--- config.mk ---
export PLATFORM = sky130hd
export DESIGN_NAME = exotiny_console
export DESIGN_NICKNAME = d
export VERILOG_FILES = /design/src/rtl/exotiny_console_pkg.sv /design/src/rtl/exotiny_console_uart_tx.sv /design/src/rtl/exotiny_console.sv
export SDC_FILE = /design/constraint.sdc
export NUM_CORES = 1
export LEC_CHECK = 0
export BUFFER_PORTS_ARGS = -buffer_cell sky130_fd_sc_hd__buf_2
export CAP_MARGIN = 30
export CELL_PAD_IN_SITES_DETAIL_PLACEMENT = 1
export CELL_PAD_IN_SITES_GLOBAL_PLACEMENT = 1
export CORE_MARGIN = 3
export CORE_UTILIZATION = 45
export DETAILED_ROUTE_END_ITERATION = 6
export HOLD_SLACK_MARGIN = 0.08
export PLACE_DENSITY_LB_ADDON = 0.08
export SLEW_MARGIN = 20
export SYNTH_ARGS = -nofsm -noshare
export SYNTH_HDL_FRONTEND = slang
export SYNTH_HIERARCHICAL = 1
export SYNTH_SLANG_ARGS = --single-unit
export TNS_END_PERCENT = 30
--- constraint.sdc ---
create_clock -name clk_i -period 2.6 [get_ports clk_i]
set_input_delay 0.52 -clock clk_i [delete_from_list [all_inputs] [get_ports clk_i]]
set_output_delay 0.52 -clock clk_i [all_outputs]
set_load 0.01 [all_outputs]
--- src/rtl/exotiny_console_pkg.sv ---
// Shared definitions for the ExoTiny console sink.
//   - UART transmitter state encoding
//   - Wishbone word addresses (TXDATA / STATUS)
//   - STATUS register bit positions
//   - Firmware end-of-test signatures ("DONE", "ERR")
package exotiny_console_pkg;

   typedef enum logic [1:0] {
      UART_IDLE,
      UART_START,
      UART_DATA,
      UART_STOP
   } uart_state_e;

   localparam logic ADR_TXDATA = 1'b0;
   localparam logic ADR_STATUS = 1'b1;

   localparam int ST_BUSY  = 0;
   localparam int ST_FULL  = 1;
   localparam int ST_EMPTY = 2;
   localparam int ST_DONE  = 3;
   localparam int ST_ERR   = 4;

   localparam logic [31:0] SIG_DONE = 32'h444F_4E45;  // "DONE"
   localparam logic [23:0] SIG_ERR  = 24'h45_5252;    // "ERR"

endpackage

--- src/rtl/exotiny_console_uart_tx.sv ---
// 8N1 UART transmitter, one byte per handshake.
// Ports:
//   clk_i, rst_i   clock, asynchronous active-high reset
//   valid_i        byte available at data_i
//   data_i[7:0]    byte to send
//   ready_o        byte is taken on valid_i & ready_o
//   busy_o         a frame is in progress (state != IDLE)
//   tx_o           serial line, idle high
module exotiny_console_uart_tx
   import exotiny_console_pkg::*;
#(
   parameter int CLKDIV = 87
) (
   input  logic       clk_i,
   input  logic       rst_i,
   input  logic       valid_i,
   input  logic [7:0] data_i,
   output logic       ready_o,
   output logic       busy_o,
   output logic       tx_o
);

   localparam int            CW       = $clog2(CLKDIV);
   localparam logic [CW-1:0] CNT_LAST = CW'(CLKDIV - 1);

   uart_state_e   state_q, state_d;
   logic [CW-1:0] cnt_q, cnt_d;
   logic [2:0]    bit_q, bit_d;
   logic [7:0]    shr_q, shr_d;
   logic          tx_q, tx_d;
   logic          period_end;

   assign period_end = (cnt_q == CNT_LAST);

   // Also ready in the last STOP cycle so a queued byte goes straight
   // into START: the stop bit is exactly CLKDIV long and frames abut.
   assign ready_o = (state_q == UART_IDLE) ||
                    ((state_q == UART_STOP) && period_end);
   assign busy_o  = (state_q != UART_IDLE);
   assign tx_o    = tx_q;

   always_ff @(posedge clk_i or posedge rst_i) begin
      if (rst_i) begin
         state_q <= UART_IDLE;
         cnt_q   <= '0;
         bit_q   <= '0;
         shr_q   <= '0;
         tx_q    <= 1'b1;
      end else begin
         state_q <= state_d;
         cnt_q   <= cnt_d;
         bit_q   <= bit_d;
         shr_q   <= shr_d;
         tx_q    <= tx_d;
      end
   end

   always_comb begin
      state_d = state_q;
      cnt_d   = cnt_q;
      bit_d   = bit_q;
      shr_d   = shr_q;
      tx_d    = 1'b1;

      // Bit-period counter runs in every non-idle state and wraps at CLKDIV.
      if (state_q != UART_IDLE)
         cnt_d = period_end ? '0 : cnt_q + 1'b1;

      case (state_q)
         UART_IDLE: begin
            if (valid_i) begin
               state_d = UART_START;
               shr_d   = data_i;
               cnt_d   = '0;
            end
         end
         UART_START: begin
            if (period_end) begin
               state_d = UART_DATA;
               bit_d   = '0;
            end
         end
         UART_DATA: begin
            if (period_end) begin
               shr_d = {1'b0, shr_q[7:1]};
               bit_d = bit_q + 3'd1;
               if (bit_q == 3'd7)
                  state_d = UART_STOP;
            end
         end
         UART_STOP: begin
            if (period_end) begin
               if (valid_i) begin
                  state_d = UART_START;
                  shr_d   = data_i;
               end else begin
                  state_d = UART_IDLE;
               end
            end
         end
         default: state_d = UART_IDLE;
      endcase

      // Line level is registered from the next state so tx_o is glitch-free
      // and lines up cycle-for-cycle with state_q.
      case (state_d)
         UART_START: tx_d = 1'b0;
         UART_DATA:  tx_d = shr_d[0];
         default:    tx_d = 1'b1;
      endcase
   end

endmodule

--- src/rtl/exotiny_console.sv ---
// ExoTiny console sink: Wishbone slave feeding a TX FIFO and an 8N1 UART,
// plus sticky detectors for the firmware "DONE"/"ERR" end-of-test strings.
// Ports:
//   clk_i, rst_i     clock, asynchronous active-high reset
//   wb_stb_i         strobe, held by the master until ack
//   wb_we_i          write enable
//   wb_adr_i         0 = TXDATA, 1 = STATUS
//   wb_dat_i[7:0]    write data (low byte of the CPU word)
//   wb_dat_o[31:0]   registered read data, valid with ack
//   wb_ack_o         single-cycle acknowledge
//   tx_o             UART line, idle high
//   done_o, err_o    sticky signature flags
module exotiny_console
   import exotiny_console_pkg::*;
#(
   parameter int DEPTH  = 16,
   parameter int CLKDIV = 87
) (
   input  logic        clk_i,
   input  logic        rst_i,
   input  logic        wb_stb_i,
   input  logic        wb_we_i,
   input  logic        wb_adr_i,
   input  logic [7:0]  wb_dat_i,
   output logic [31:0] wb_dat_o,
   output logic        wb_ack_o,
   output logic        tx_o,
   output logic        done_o,
   output logic        err_o
);

   localparam int AW = $clog2(DEPTH);

   // ---------------- TX FIFO ----------------
   logic [7:0]  mem [DEPTH];
   logic [AW:0] wptr_q, rptr_q;
   logic        fifo_full, fifo_empty;
   logic        push, pop;

   // Extra pointer MSB distinguishes full from empty when the indices match.
   assign fifo_empty = (wptr_q == rptr_q);
   assign fifo_full  = (wptr_q[AW] != rptr_q[AW]) &&
                       (wptr_q[AW-1:0] == rptr_q[AW-1:0]);

   always_ff @(posedge clk_i or posedge rst_i) begin
      if (rst_i) begin
         wptr_q <= '0;
         rptr_q <= '0;
      end else begin
         if (push) wptr_q <= wptr_q + 1'b1;
         if (pop)  rptr_q <= rptr_q + 1'b1;
      end
   end

   // Storage needs no reset: the pointers alone define what is valid.
   always_ff @(posedge clk_i) begin
      if (push) mem[wptr_q[AW-1:0]] <= wb_dat_i;
   end

   // ---------------- UART ----------------
   logic uart_ready, uart_busy;

   // A pop only ever reads an existing entry (never the byte being pushed),
   // and a push is never accepted while full, so occupancy stays exact.
   assign pop = !fifo_empty && uart_ready;

   exotiny_console_uart_tx #(
      .CLKDIV (CLKDIV)
   ) u_uart_tx (
      .clk_i   (clk_i),
      .rst_i   (rst_i),
      .valid_i (!fifo_empty),
      .data_i  (mem[rptr_q[AW-1:0]]),
      .ready_o (uart_ready),
      .busy_o  (uart_busy),
      .tx_o    (tx_o)
   );

   // ---------------- Wishbone ----------------
   logic        pending, tx_wr, ack_d, status_rd;
   logic [31:0] status, rdata_d;

   // Gating with ack keeps a held strobe from being served twice, which
   // also guarantees ack never fires in consecutive cycles.
   assign pending   = wb_stb_i && !wb_ack_o;
   assign tx_wr     = pending && wb_we_i && (wb_adr_i == ADR_TXDATA);
   assign push      = tx_wr && !fifo_full;
   assign ack_d     = pending && !(tx_wr && fifo_full);
   assign status_rd = pending && !wb_we_i && (wb_adr_i == ADR_STATUS);

   logic        done_q, err_q;
   logic [31:0] sig_q;

   always_comb begin
      status           = '0;
      status[ST_BUSY]  = uart_busy;
      status[ST_FULL]  = fifo_full;
      status[ST_EMPTY] = fifo_empty;
      status[ST_DONE]  = done_q;
      status[ST_ERR]   = err_q;
      rdata_d          = status_rd ? status : 32'd0;
   end

   always_ff @(posedge clk_i or posedge rst_i) begin
      if (rst_i) begin
         wb_ack_o <= 1'b0;
         wb_dat_o <= '0;
      end else begin
         wb_ack_o <= ack_d;
         wb_dat_o <= rdata_d;
      end
   end

   // ---------------- Signature detector ----------------
   // Flags compare the registered history, so they rise one cycle after the
   // ack of the byte that completes the signature.
   always_ff @(posedge clk_i or posedge rst_i) begin
      if (rst_i) begin
         sig_q  <= '0;
         done_q <= 1'b0;
         err_q  <= 1'b0;
      end else begin
         if (push) sig_q <= {sig_q[23:0], wb_dat_i};
         if (sig_q == SIG_DONE)      done_q <= 1'b1;
         if (sig_q[23:0] == SIG_ERR) err_q  <= 1'b1;
      end
   end

   assign done_o = done_q;
   assign err_o  = err_q;

endmodule

-- After elaboration in Yosys (flattened, before gate mapping)
Memories as Yosys holds them, arrays and structs flattened.
Cells that the tools add are included.
W data, S select, Z words.
- bitwise gates (word level): 1
- equality and inequality tests: 15
- reduce and logical (&&, ||, !) cells: 23
- magnitude comparators: 0
- divide/modulo/power cells: 0
- multiplexer cells: 22
- multiply operators: 0
- add/sub/neg operators: 4
- shift operators: 0
- operators with widths (operator ; count):
    $eq A32 B31 Y1 const B ; 1
    $mux W7 ; 4
    $eq A24 B23 Y1 const B ; 1
    $mux W8 ; 3
    $pmux W8 S3 ; 1
    $logic_and A1 B1 Y1 ; 11
    $add A5 B1 Y5 const B ; 2
    $mux W2 ; 5
    $pmux W2 S4 ; 1
    $add A7 B1 Y7 const B ; 1
    $eq A7 B7 Y1 const B ; 1
    $eq A2 B2 Y1 const B ; 3
    $mux W3 ; 2
    $ne A2 B1 Y1 const B ; 3
    $pmux W3 S2 ; 1
    $reduce_and A3 Y1 ; 2
    $eq A5 B5 Y1 ; 1
    $logic_not A1 Y1 ; 5
    $mux W5 ; 1
    $eq A2 B1 Y1 const B ; 2
    $eq A4 B4 Y1 ; 1
    $reduce_bool A2 Y1 ; 2
    $add A3 B1 Y3 const B ; 1
    $eq A3 B3 Y1 const B ; 1
    7 further kinds ; 9
- bits in writable memories: 128
- memories kept: 1
- memory bits (read-only): 0
- output and inout port bits: 36
- bits of input ports: 13
- latch bits: 0
- flip-flop bits (word level): 71
- memory list (memory ; words ; width ; read ports ; clocked after memory_dff ; write ports ; RTL line ; source):
    mem ; 16 ; 8 ; 1 ; 0 ; 1 ; exotiny_console.sv:35 ; logic [7:0] mem [DEPTH];

-- Logic depth before layout (Yosys ltp)
- depth in word-level cells: 7
- gate-level depth with buffers: 11

-- Hierarchy
The synthesis kept the hierarchy.
- by module, submodules not included (module ; instances ; cells each ; area each (um^2)):
    exotiny_console ; 1 ; 444 ; 7428.4
    exotiny_console_uart_tx ; 1 ; 156 ; 1376.3

-- Least setup slack after synthesis
OpenSTA, ideal clock, no wires.
- path kind: reg2reg
- start: reg u_uart_tx.cnt_q[0]
- end: reg rptr_q[1]
- cell stages (with the launch flop): 10
- path slack: 451 ps
- data required time: 2475 ps
- library setup time: 125 ps
- arrival time: 2025 ps
- cells stage by stage: dfrtp_1 > inv_1 > ha_1 > nand4bb_4 > or2_1 > buf_6 > buf_6 > o21ai_0 > o21ai_0 > mux2_2
- longest elaborated chain between the ends: 4
- RTL lines (what ; RTL line ; source):
    start: declaration ; exotiny_console_uart_tx.sv:27 ; logic [CW-1:0] cnt_q, cnt_d;
    start signal: assignment ; exotiny_console_uart_tx.sv:51 ; cnt_q <= cnt_d;
    $eq A7 B7 Y1 ; exotiny_console_uart_tx.sv:33 ; assign period_end = (cnt_q == CNT_LAST);
    $logic_and A1 B1 Y1 ; exotiny_console_uart_tx.sv:38 ; ((state_q == UART_STOP) && period_end);
    $logic_or A1 B1 Y1 ; exotiny_console_uart_tx.sv:37 ; assign ready_o = (state_q == UART_IDLE) ||
    net uart_ready ; exotiny_console.sv:61 ; logic uart_ready, uart_busy;
    $logic_and A1 B1 Y1 ; exotiny_console.sv:65 ; assign pop = !fifo_empty && uart_ready;
    end signal: assignment ; exotiny_console.sv:51 ; if (pop) rptr_q <= rptr_q + 1'b1;
    end: declaration ; exotiny_console.sv:36 ; logic [AW:0] wptr_q, rptr_q;
The timed path passes the listed nets, and every way through them passes these cells.
A chain may end at the register's enable or synchronous reset.

-- Worst setup path after layout
- start: reg rptr_q[2]
- end: reg u_uart_tx.shr_q[7]
- longest elaborated chain between the ends: 4
- elaborated cells between the ends (all ways): 5
- those cells by class: eq/ne: 1; mux: 3; memory: 1
- RTL lines (what ; RTL line ; source):
    $mem_v2 Z16 W8 / $eq A5 B5 Y1 (equally long branches) ; -- ;
    $mux W8 * ; exotiny_console_uart_tx.sv:71, exotiny_console_uart_tx.sv:93 ;
    $mux W8 ; exotiny_console_uart_tx.sv:92 ; if (period_end) begin
    $pmux W8 S3 * ; exotiny_console_uart_tx.sv:69 ; case (state_q)
    end signal: assignment ; exotiny_console_uart_tx.sv:53 ; shr_q <= shr_d;
    end: declaration ; exotiny_console_uart_tx.sv:29 ; logic [7:0] shr_q, shr_d;
Mark *: on every way between the ends. The rest lies on a longest branch, timed or not. The select of a mux whose other input is x is not followed.

==> flow_summary.toml <==
[run_status]
status = "complete, no violations"

[grt]
gr-total-overflow = 0
grt_max_degree = 51
grt_util_all_layers_pct = 19.1
antenna_found_initial = 0
grt_pass1_vias = 5341
grt_pass1_wl_mm = 31.1

[worst_setup_path]
r2r_cells = 7
crit_path_end_kind = "flip-flop"
crit_chain = "and2b_1 -> a221oi_1 -> o21ai_0 -> nand2_1 -> nand2b_1 -> mux2i_1 -> a221oi_1"
start_kind = "flip-flop"
cpMostUsedCell = "a221oi_1"
cp.required_ns = 2.93
r2r_start = "rptr_q[2]"
rrSetupSlack_ns = 0.14
crit_slowest_cell = "a221oi_1"
path_buf_inv = 0
cp_slowest_stage_delay_ns = 0.57
cp_max_fo = 16
r2r-end = "u_uart_tx/shr_q[7]"
critPathTopFamily = "compound AO/OA/AOI/OAI gates"
path_class = "flip-flop to flip-flop"
crit_arrival_ns = 2.79

[power_and_ir_drop]
ir_drop_v = 0.000453
powerDensity_nw_per_um2 = 1000
p_leak_uw = 0.00378

[detailed_routing]
vias_per_cell = 5.66
avgRoutedWirePerCell_um = 21.8
drc = 0
drt_wl_total_mm = 19.5
routed-via-count = 5069
final_antenna_net_count = 0
drt_iter0_drc = 360
dr.pass1.iters = 5

[placement]
io_buffers = 21
pre_cts_ws_ns = 0.214
post-dp-hpwl_mm = 13.1
place.gp.congestion = 0.894

[timing]
slew_headroom_pct = 43.8
hold_viol = 0
fin_ws_ns = 0.145
fin_skew_ns = 0.0118
setup_violations = 0
setup_tns_ns = 0
clock.fmax_mhz = 407
rsz0062_at_grt = "false"
period_needed_ns = 2.46
post-route-period-util_pct = 94.4
worst_pin_slew_ns = 0.842
holdWs_ns = 0.105
drv_slew = 0

[yosys]
synth_area_leader_cell = "edfxtp_1"
synthesis.area_um2 = 8800
synthCells = 600
ys.flop_type = "edfxtp_1"
ys_seq_area_share_pct = 63.8
synth_warnings = 6
synth_edf_count = 128
syn_avg_cell_area_um2 = 14.7
synth-seq-cells = 199
synth_top_area_share_pct = 43.7
async_reset_ff_share_pct = 35.7
ys_types = 65
synthTopCellsByArea = "edfxtp_1 (44%), dfrtp_1 (20%), mux2_2 (4.5%)"

[cells_and_area]
antenna_cells = 0
final_common_cell = "edfxtp_1"
mostFrequentLayoutCells = "edfxtp_1 (128), dfrtp_1 (69), nand2_1 (47)"
synthToLayoutAreaGrowth_pct = 9.52
nets = 644
drive_above_1_share_pct = 20.8

[floorplanning]
ioPinCount = 49
dieHeight_um = 146
rows = 50
fp.dieW_um = 146
core_um2 = 19000
die-area_um2 = 21300
start_util_pct = 46.4

[clock_tree]
postCtsHoldBufs = 0
worstSkewPairLatency_ns = 0.44
root_buffer = "clkbuf_16"
htree_levels = 4
tritoncts = "done"
postCtsSetupRepairBufs = 0
clock_path_buffers = 2
cts-resized-gates = 0
clkSlewWorstSetupHoldPaths_ns = 0.08
cts_buffers = 17
clock-sinks = 199

[worst_hold_path]
hold_path.class = "primary input to async pin"

[run]
cap_violations = 0
through the flow:
| stage | instances | power (µW) | util [%] | area (µm²) |
|---|---|---|---|---|
| global placement | 863 | 7030 | 47.8 | 9060 |
| global route | 895 | 10200 | 50.9 | 9640 |
| floorplan | 626 | 6340 | - | 8900 |
| finish | 895 | 9650 | 50.9 | 9640 |
| detailed placement | 863 | 7130 | 47.8 | 9060 |
| CTS | 895 | 9750 | 50.9 | 9640 |
routing by layer:
layer / GRT usage [%] / share of wire [%] / up-vias
li1: - / - / 2282
met2: 31.4 / 49 / 101
met1: 25.9 / 45 / 2667
met4: 5.41 / 1.5 / 0
met3: 4.14 / 3.7 / 19
met5: 0 / 0 / -
registers in the layout, summed over array words and instances, names as in the netlist:
name,count
u_uart_tx/bit_q,3
wptr_q,5
u_uart_tx/tx_o,1
rptr_q,5
u_uart_tx/state_q,2
done_o,1
u_uart_tx/cnt_q,7
sig_q,32
mem,128
u_uart_tx/shr_q,8
wb_dat_o,5
wb_ack_o,1
err_o,1
cell type report:
type / instances / area [µm²]
fill: 1840 / 9310
multi-input combinational: 359 / 2850
timing repair buffer: 34 / 228
inverter: 11 / 41.3
sequential: 199 / 5620
clock inverter: 14 / 148
clock buffer: 18 / 429
tap: 260 / 325
power breakdown:
part | switching (µW) | internal [µW] | total (µW)
logic | 1560 | 1230 | 2790
clock network | 1270 | 1330 | 2600
registers | 457 | 3810 | 4270
worst min-delay path: cells and delay by family:
family   cells  cell delay, ns
buf+inv      3            0.42
worst max-delay path by stage:
stage / start / to / slack, ns / cells after the start
floorplan: u_uart_tx/cnt_q[0] / rptr_q[1] / 0.45 / 9
global route: rptr_q[2] / u_uart_tx/shr_q[6] / 0.01 / 8
global placement: rptr_q[2] / u_uart_tx/shr_q[6] / 0.33 / 8
finish: rptr_q[2] / u_uart_tx/shr_q[7] / 0.14 / 7
CTS: rptr_q[2] / u_uart_tx/shr_q[7] / 0.19 / 7
detailed placement: rptr_q[2] / u_uart_tx/shr_q[7] / 0.21 / 7
cell families (layout without fill, tap and decap cells):
logic type,after synthesis,in the layout,synth area share [%]
flip-flops,199,199,63.8
AND/OR/NAND/NOR,125,125,7.83
AO/OA/AOI/OAI,94,94,7.67
multiplexers,90,90,13.0
buffers and inverters,68,77,4.92
XOR/XNOR,13,13,1.29
adder cells (fa/ha/maj),10,10,1.39
other,1,27,0.0426
cell usage after synthesis (2+ instances only):
cell and number:
a21o_1 2, a21oi_1 14, a221oi_1 17, a22o_1 2
a22oi_1 8, a31oi_1 6, a32oi_1 6, and2_1 9
and3_1 15, buf_2 13, buf_4 29, buf_6 7
clkbuf_1 8, clkinv_1 2, dfrtp_1 70, edfxtp_1 128
ha_1 9, inv_1 8, mux2_2 35, mux2i_1 39
mux4_2 16, nand2_1 47, nand3_1 6, nand4_1 3
nor2_1 12, nor2b_1 3, nor3_1 5, nor3b_1 2
nor4b_1 4, nor4bb_1 3, o211ai_1 7, o21ai_0 17
o21ai_1 2, or2_2 4, xnor2_1 9, xor2_1 4
Note: power is estimated with default switching activity, not from simulation.
